==> src/rtl/sdram_burst_sched.sv <==
// rtl/sdram_burst_sched.sv - picks the next SDRAM burst (refresh, write or read) from FIFO levels
// and a refresh timer, and tracks the circular write/read pointers into SDRAM.
module sdram_burst_sched #(
  parameter int ADDR_W       = 24,
  parameter int BURST_LEN    = 256,
  parameter int FIFO_DEPTH   = 512,
  parameter int WFIFO_THRESH = 256,
  parameter int REF_INTERVAL = 780
) (
  input  logic              sysclk_100M,
  input  logic              rst,
  input  logic [9:0]        w_data_count,
  input  logic [9:0]        r_data_count,
  output logic              cmd_req,
  output logic [1:0]        cmd_type,
  output logic [ADDR_W-1:0] cmd_addr,
  input  logic              cmd_ack,
  input  logic              cmd_done,
  output logic [ADDR_W:0]   sd_level,
  output logic              busy,
  output logic              ref_overrun
);

  typedef enum logic [1:0] {S_IDLE, S_REQ, S_RUN} state_t;

  localparam logic [1:0] T_NONE = 2'b00;
  localparam logic [1:0] T_WR   = 2'b01;
  localparam logic [1:0] T_RD   = 2'b10;
  localparam logic [1:0] T_REF  = 2'b11;

  localparam int REF_W = $clog2(REF_INTERVAL);
  localparam logic [REF_W-1:0]  REF_LAST  = REF_W'(REF_INTERVAL - 1);
  localparam logic [ADDR_W-1:0] BURST_PTR = ADDR_W'(BURST_LEN);
  localparam logic [ADDR_W:0]   BURST_LVL = (ADDR_W+1)'(BURST_LEN);
  localparam logic [ADDR_W:0]   WR_LIMIT  = (ADDR_W+1)'((1 << ADDR_W) - BURST_LEN);
  localparam logic [9:0]        W_THRESH  = 10'(WFIFO_THRESH);
  localparam logic [9:0]        R_LIMIT   = 10'(FIFO_DEPTH - BURST_LEN);

  state_t             state, state_d;
  logic [1:0]         type_q, type_d;
  logic [ADDR_W-1:0]  addr_q, addr_d;
  logic [ADDR_W-1:0]  wr_ptr, rd_ptr;
  logic [ADDR_W:0]    level;
  logic [REF_W-1:0]   ref_cnt;
  logic               ref_pend;
  logic               last_wr, last_wr_d;
  logic               ref_wrap, wr_ok, rd_ok, complete, ref_ack;

  assign ref_wrap = (ref_cnt == REF_LAST);
  assign wr_ok    = (w_data_count >= W_THRESH) && (level <= WR_LIMIT);
  assign rd_ok    = (level >= BURST_LVL) && (r_data_count <= R_LIMIT);

  always_comb begin
    state_d   = state;
    type_d    = type_q;
    addr_d    = addr_q;
    last_wr_d = last_wr;
    complete  = 1'b0;
    ref_ack   = 1'b0;
    case (state)
      S_IDLE: begin
        type_d = T_NONE;
        if (ref_pend) begin
          type_d  = T_REF;
          addr_d  = '0;
          state_d = S_REQ;
        end else if (wr_ok && (!rd_ok || !last_wr)) begin
          type_d    = T_WR;
          addr_d    = wr_ptr;
          last_wr_d = 1'b1;
          state_d   = S_REQ;
        end else if (rd_ok) begin
          type_d    = T_RD;
          addr_d    = rd_ptr;
          last_wr_d = 1'b0;
          state_d   = S_REQ;
        end
      end
      S_REQ: begin
        if (cmd_ack) begin
          ref_ack = (type_q == T_REF);
          // an arbiter may finish a short command in the same cycle it accepts it
          if (cmd_done) begin
            complete = 1'b1;
            type_d   = T_NONE;
            state_d  = S_IDLE;
          end else begin
            state_d = S_RUN;
          end
        end
      end
      S_RUN: begin
        if (cmd_done) begin
          complete = 1'b1;
          type_d   = T_NONE;
          state_d  = S_IDLE;
        end
      end
      default: state_d = S_IDLE;
    endcase
  end

  always_ff @(posedge sysclk_100M) begin
    if (rst) begin
      state       <= S_IDLE;
      type_q      <= T_NONE;
      addr_q      <= '0;
      wr_ptr      <= '0;
      rd_ptr      <= '0;
      level       <= '0;
      ref_cnt     <= '0;
      ref_pend    <= 1'b0;
      ref_overrun <= 1'b0;
      last_wr     <= 1'b0;
    end else begin
      state   <= state_d;
      type_q  <= type_d;
      addr_q  <= addr_d;
      last_wr <= last_wr_d;
      ref_cnt <= ref_wrap ? '0 : ref_cnt + 1'b1;
      // a new interval outranks the ack of the previous refresh
      if (ref_wrap) ref_pend <= 1'b1;
      else if (ref_ack) ref_pend <= 1'b0;
      if (ref_wrap && ref_pend && !ref_ack) ref_overrun <= 1'b1;
      if (complete) begin
        case (type_q)
          T_WR: begin
            wr_ptr <= wr_ptr + BURST_PTR;
            level  <= level + BURST_LVL;
          end
          T_RD: begin
            rd_ptr <= rd_ptr + BURST_PTR;
            level  <= level - BURST_LVL;
          end
          default: ;
        endcase
      end
    end
  end

  assign cmd_req  = (state == S_REQ);
  assign busy     = (state != S_IDLE);
  assign cmd_type = type_q;
  assign cmd_addr = addr_q;
  assign sd_level = level;

endmodule

==> config.mk <==
export PLATFORM = sky130hd
export DESIGN_NAME = sdram_burst_sched
export DESIGN_NICKNAME = d
export VERILOG_FILES = /design/src/rtl/sdram_burst_sched.sv
export SDC_FILE = /design/constraint.sdc
export NUM_CORES = 1
export LEC_CHECK = 0
export ABC_CLOCK_PERIOD_IN_PS = 3500
export CAP_MARGIN = 30
export CORE_MARGIN = 2
export CORE_UTILIZATION = 35
export DETAILED_ROUTE_END_ITERATION = 6
export GPL_TIMING_DRIVEN = 0
export RECOVER_POWER = 25
export REMOVE_ABC_BUFFERS = 1
export SLEW_MARGIN = 20
export SYNTH_ARGS = -nofsm -noshare
export SYNTH_HDL_FRONTEND = slang
export SYNTH_SLANG_ARGS = --single-unit
==> constraint.sdc <==
create_clock -name sysclk_100M -period 3.5 [get_ports sysclk_100M]
set_input_delay 0.35 -clock sysclk_100M [delete_from_list [all_inputs] [get_ports sysclk_100M]]
set_output_delay 0.35 -clock sysclk_100M [all_outputs]
set_load 0.05 [all_outputs]
-- Word-level counts from Yosys, hierarchy flattened
Cells that the tools add are included.
- add/sub/neg operators: 5
- order comparisons: 4
- equal/unequal tests: 9
- mux-type cells: 26
- bitwise logic cells: 1
- reductions and logical operators: 24
- operator list (operator ; number):
    $mux 24 ; 3
    $pmux 25 s2 ; 1
    $add 24x9->24 const B ; 2
    $add 25x9->25 const B ; 1
    $ge 25x9->1 const B ; 1
    $le 25x24->1 const B ; 1
    $sub 25x9->25 const B ; 1
    $mux 2 ; 11
    $pmux 2 s3 ; 2
    $add 10x1->10 const B ; 1
    $eq 10x10->1 const B ; 1
    $ge 10x9->1 const B ; 1
    $le 10x9->1 const B ; 1
    $reduce_and 2->1 ; 5
    $mux 1 ; 8
    $reduce_bool 2->1 ; 4
    $eq 2x2->1 const B ; 3
    $reduce_and 3->1 ; 2
    $reduce_bool 3->1 ; 2
    $logic_and 1x1->1 ; 5
    $eq 2x1->1 const B ; 2
    $ne 4x4->1 const B ; 1
    $logic_not 1->1 ; 3
    $logic_not 2->1 ; 1
    other kinds (6) ; 6
- flip-flop bits (word level): 114
- bits of input ports: 24
- output and inout port bits: 54
- logic and storage cells: 79

-- Depth between registers and ports, before layout
Gate-level depths: netlist (run 1).
- word-level depth: 8
- gate-level depth with buffers: 12
- depth with buffers taken out: 10

-- Least setup slack after synthesis (run 1)
No wires, ideal clock.
- path kind: register to register
- start point: reg level[19] (netlist: sd_level[19])
- end point: reg addr_q[14] (netlist: cmd_addr[14])
- library setup time: 0.119 ns
- arrival: 2.696 ns
- data required time: 3.381 ns
- slack: 0.685 ns
- stages on the path, launching flop included: 13
- path buffers: 3
- clock period less this slack: 2.815 ns
- cells stage by stage: dfxtp_1 -> clkbuf_1 -> nand4_1 -> nor2_1 -> and3_1 -> ha_1 -> nor4_1 -> a31oi_1 -> a21bo_1 -> buf_6 -> buf_6 -> mux2i_1 -> o21ai_1
- word-level cells in the longest chain between the ends: 7
- elaborated cells on any way between the ends: 11
- those cells by class: 2 x order compare; 2 x mux; 7 x reduce/logical
- RTL lines (what ; line ; source):
    start: declaration ; 43 ; logic [ADDR_W:0] level;
    start signal: assignment ; 129 ; level <= level + BURST_LVL;
    start signal: assignment ; 133 ; level <= level - BURST_LVL;
    $ge 25x9->1 ; 51 ; assign rd_ok = (level >= BURST_LVL) && (r_data_count <= R_LIMIT);
    $logic_and 1x1->1 ; 51 ;
    $logic_not 1->1 ; 67 ; end else if (wr_ok && (!rd_ok || !last_wr)) begin
    $logic_or 1x1->1 ; 67 ;
    $logic_and 1x1->1 ; 67 ;
    $reduce_bool 3->1 (no source line) or $mux 24 (tied branches) ; n/a ;
    $reduce_and 2->1 (no source line) or $mux 24 (tied branches) ; n/a ;
    end signal: assignment ; 118 ; addr_q <= addr_d;
    end: declaration ; 41 ; logic [ADDR_W-1:0] addr_q, addr_d;
Several ways; a longest one is shown, not always the timed one.
A chain may end at the register's enable or synchronous reset.

-- Worst setup path in the final report (run 1)
- start point: reg level[11] (netlist: sd_level[11])
- end point: reg addr_q[10] (netlist: cmd_addr[10])
The elaborated chain is that of the path after synthesis.

==> summary.md, run 1 <==
| Metric | Value |
|---|---|
| H-tree depth | `3` |
| Post-synthesis cell type count | `56` |
| Clock tree buffer depth | `2` |
| Setup Buffers After CTS | `0` |
| First-pass GRT wire length | `15900 µm` |
| Post-synthesis sequential area ratio | `39.5%` |
| Die Y-Extent | `113 µm` |
| First-pass iteration count of the detailed router | `6` |
| Via/cell ratio | `5.01` |
| Status | `complete, but fails checks` |
| Top-area cell type share of the netlist area | `39.5%` |
| EDFF count, synth | `0` |
| Critical path origin | `sd_level[11]$_SDFFE_PP0P_` |
| Synth Area in Adders | `4.22%` |
| Worst stage delay on the critical path | `0.85 ns` |
| Ranking of synthesized cells by area | `dfxtp_1, xor2_1, nor2_1` |
| PD cells | `413 nW/µm²` |
| Complex-gate fraction of the synthesized area | `12.0%` |
| Critical Path Start Type | `flop` |
| Final Power | `0.00207 W` |
| DR WL/cell | `13.5 µm` |
| Post-synth top cells | `dfxtp_1, nor2_1, nand2_1, xor2_1, a21oi_1` |
| Crit share post-route | `89.7%` |
| Dpl ws | `0.354 ns` |
| CTS tree | `yes` |
| Antenna cells | `0` |
| RePlAce Congestion | `0.848` |
| Mux cell area share after synthesis | `4.34%` |
| Vias in the first global route | `3268` |
| Syn. warnings | `0` |
| Final worst setup slack | `0.361 ns` |
| RSZ-0062 raised after global routing | `no` |
| WL final | `9200 µm` |
| Largest family of logic cells by synthesized area | `simple AND/OR/NAND/NOR gates` |
| Largest area contributor in the netlist | `dfxtp_1` |
| Max Fclk | `0.319 GHz` |
| Async SR Flop Fraction | `0%` |
| Worst EP required | `3.70 ns` |
| # port buffers | `53` |
| Fin util | `43.5%` |
| Count leader, synth | `dfxtp_1` |
| Syn Inst Count | `485` |
| Register bit count reported by yosys | `82` |
| Final worst path period need | `3.14 ns` |
| Leak | `1.87 nW` |
| CTS resizes | `0` |
| XOR/XNOR Fraction of Synth Area | `9.49%` |
| Cell total after placement | `663` |
| Area Overhead vs Synth | `20.7%` |
| Cell Area, Synth | `4150 µm²` |
| Antenna-violating nets left | `0` |
| Hold WC Path Type | `flop to flop` |
| Chip width | `113 µm` |
| Share of cells above drive strength 1 | `5.02%` |
| Synth Area in Simple Gates | `23.4%` |
| # rows | `39` |
| Slew Viols, Final | `0` |
| Skew final | `0.00728 ns` |
| Critical Path End Type | `flop` |
| Reg-to-Reg Start | `sd_level[11]$_SDFFE_PP0P_` |
| Root Buffer Master | `clkbuf_16` |
| Drt drc | `3` |
| Die Outline Area | `12800 µm²` |
| Dpl hpwl | `6620 µm` |
| Final nets | `571` |
| Routed vias | `3413` |
| Maximum vdd ir drop | `213 µV` |
| Final hold vios | `0` |
| IO Pins | `78` |
| Failing checks | `DRC` |
| CTS Hold Buffers Added | `0` |
| Final cell count without fillers | `681` |
| Skew-Pair Late Insertion Delay | `0.34 ns` |
| Worst slew margin | `39.3%` |
| CTS Buf Count | `9` |
| Initial Utilization | `36.1%` |
| Core Area | `11500 µm²` |
| Crit path max-delay cell type | `a21bo_1` |
| CP Class | `flop to flop` |
| DRT iter0 DRCs | `201` |
| Max Cap Violations | `0` |
| Worst slew pin tran | `0.910 ns` |
| Avg Inst Size Synth | `8.56 µm²` |
| CP Max Fanout | `17` |
| CP cell instances | `nand4_1, nor2_1, and3_1, ha_1, nor4_1, a31oi_1, a21bo_1, mux2i_1, o21ai_0` |
| GR Util All Layers | `15.2%` |
| Largest net degree at the start of global routing | `31` |
| # setup viols final | `0` |
| Sink Count | `82` |
| Initial antenna violation count | `0` |
| GRT overflow | `0` |
| Hold path start | `cmd_addr[20]$_SDFFE_PP0P_` |
| Ys flop type | `dfxtp_1` |
| Clk pin slew, worst setup/hold paths | `0.07 ns` |
| Crit path arrival time | `3.34 ns` |
==> cells in the final DEF, fill, tap and decap left out, drive strengths merged, types with 3 or more instances in the layout <==
master / count
and3: 11
nand4: 10
and4: 4
clkbuf: 11
xnor2: 14
ha: 14
o21ai: 31
clkinv: 3
nor2: 67
clkdlybuf4s50: 34
or3: 12
nand3: 18
dfxtp: 82
a21oi: 21
dlygate4sd3: 18
nor4: 12
nand2: 44
xor2: 31
nor3: 9
inv: 20
conb: 16
mux2i: 18
nand2b: 3
==> through the flow <==
stage / TNS [ns] / cell area, µm² / hold WS [ns]
floorplan: 0 / 3990 / 0.412
global placement: -5.37 / 4700 / 0.431
detailed placement: 0 / 4720 / 0.443
CTS: 0 / 5000 / 0.453
global route: 0 / 5010 / 0.470
finish: 0 / 5010 / 0.443
==> final timing paths <==
path                                             endpoint  slack, ns  cells after the start
worst max-delay path            cmd_addr[10]$_SDFFE_PP0P_       0.36                      9
worst min-delay path            cmd_addr[20]$_SDFFE_PP0P_       0.44                      2
worst max register to register  cmd_addr[10]$_SDFFE_PP0P_       0.36                      9
worst min register to register  cmd_addr[20]$_SDFFE_PP0P_       0.44                      2
==> worst max-delay path: cells and delay by family (launching register included) <==
kind,cells,cell delay (ns)
muxes,1,0.30
AOI/OAI and AO/OA,3,1.22
and+or+nand+nor,4,0.90
DFF,1,0.38
adders and majority gates,1,0.20
==> cell type report <==
type	count	area (µm²)
tap	143	179
clock inverter	7	61.3
sequential	82	1640
clock buffer	9	225
multi-input combinational	367	2280
fill	1154	6500
inverter	17	63.8
timing repair buffer	56	563
==> metal layers <==
metal	track usage [%]	part of all wire (%)	up-vias	wire length, µm
li1	-	-	1747	-
met1	19.9	49	1602	4470
met2	24.7	46	56	4280
met3	3.37	3.8	8	353
met4	5.77	1.1	0	99
met5	0	0	-	0
==> registers in the layout (all words and copies together), names as in the netlist <==
| register | cells |
|---|---|
| sd_level | 17 |
| cmd_addr | 16 |
| rd_ptr | 16 |
| wr_ptr | 16 |
| ref_cnt | 10 |
| cmd_type | 2 |
| state | 2 |
| last_wr | 1 |
| ref_overrun | 1 |
| ref_pend | 1 |
==> where the power goes <==
part	internal, W	switching (W)
combinational	0.0000607	0.000139
sequential	0.000942	0.00000995
clock	0.000496	0.000422
total	0.00150	0.000571
==> logic make-up after synthesis <==
kind of cell               after synthesis
buffers and inverters                   51
DFF                                     82
other                                    1
xor gates and xnor gates                45
and+or+nand+nor                        198
adders and majority gates               14
muxes                                   18
AOI/OAI and AO/OA                       76
No activity file was read; power rests on OpenSTA's default activity.
==> run 2: changes to the inputs <==
Settings changed: GPL_ROUTABILITY_DRIVEN from default to 0.
==> results of run 2 <==
No change in the layout: final DEF, timing and power equal those of run 1.
==> run 3: changes to the inputs <==
Settings changed: ABC_CLOCK_PERIOD_IN_PS 3500 to 3700, HOLD_SLACK_MARGIN from default to 0.06.
Clock period 3.5 ns to 3.7 ns, I/O delays scaled along.
==> results of run 3 <==
The final DEF is identical to that of run 1. Status: complete, but fails checks: DRC.
Among the figures that moved: setup slack after placement 0.354 ns -> 0.554 ns; setup slack after layout 0.361 ns -> 0.561 ns; register-to-register setup slack 0.36 ns -> 0.56 ns; total power 0.00207 W -> 0.00196 W; worst IR drop on VDD 213 µV -> 201 µV
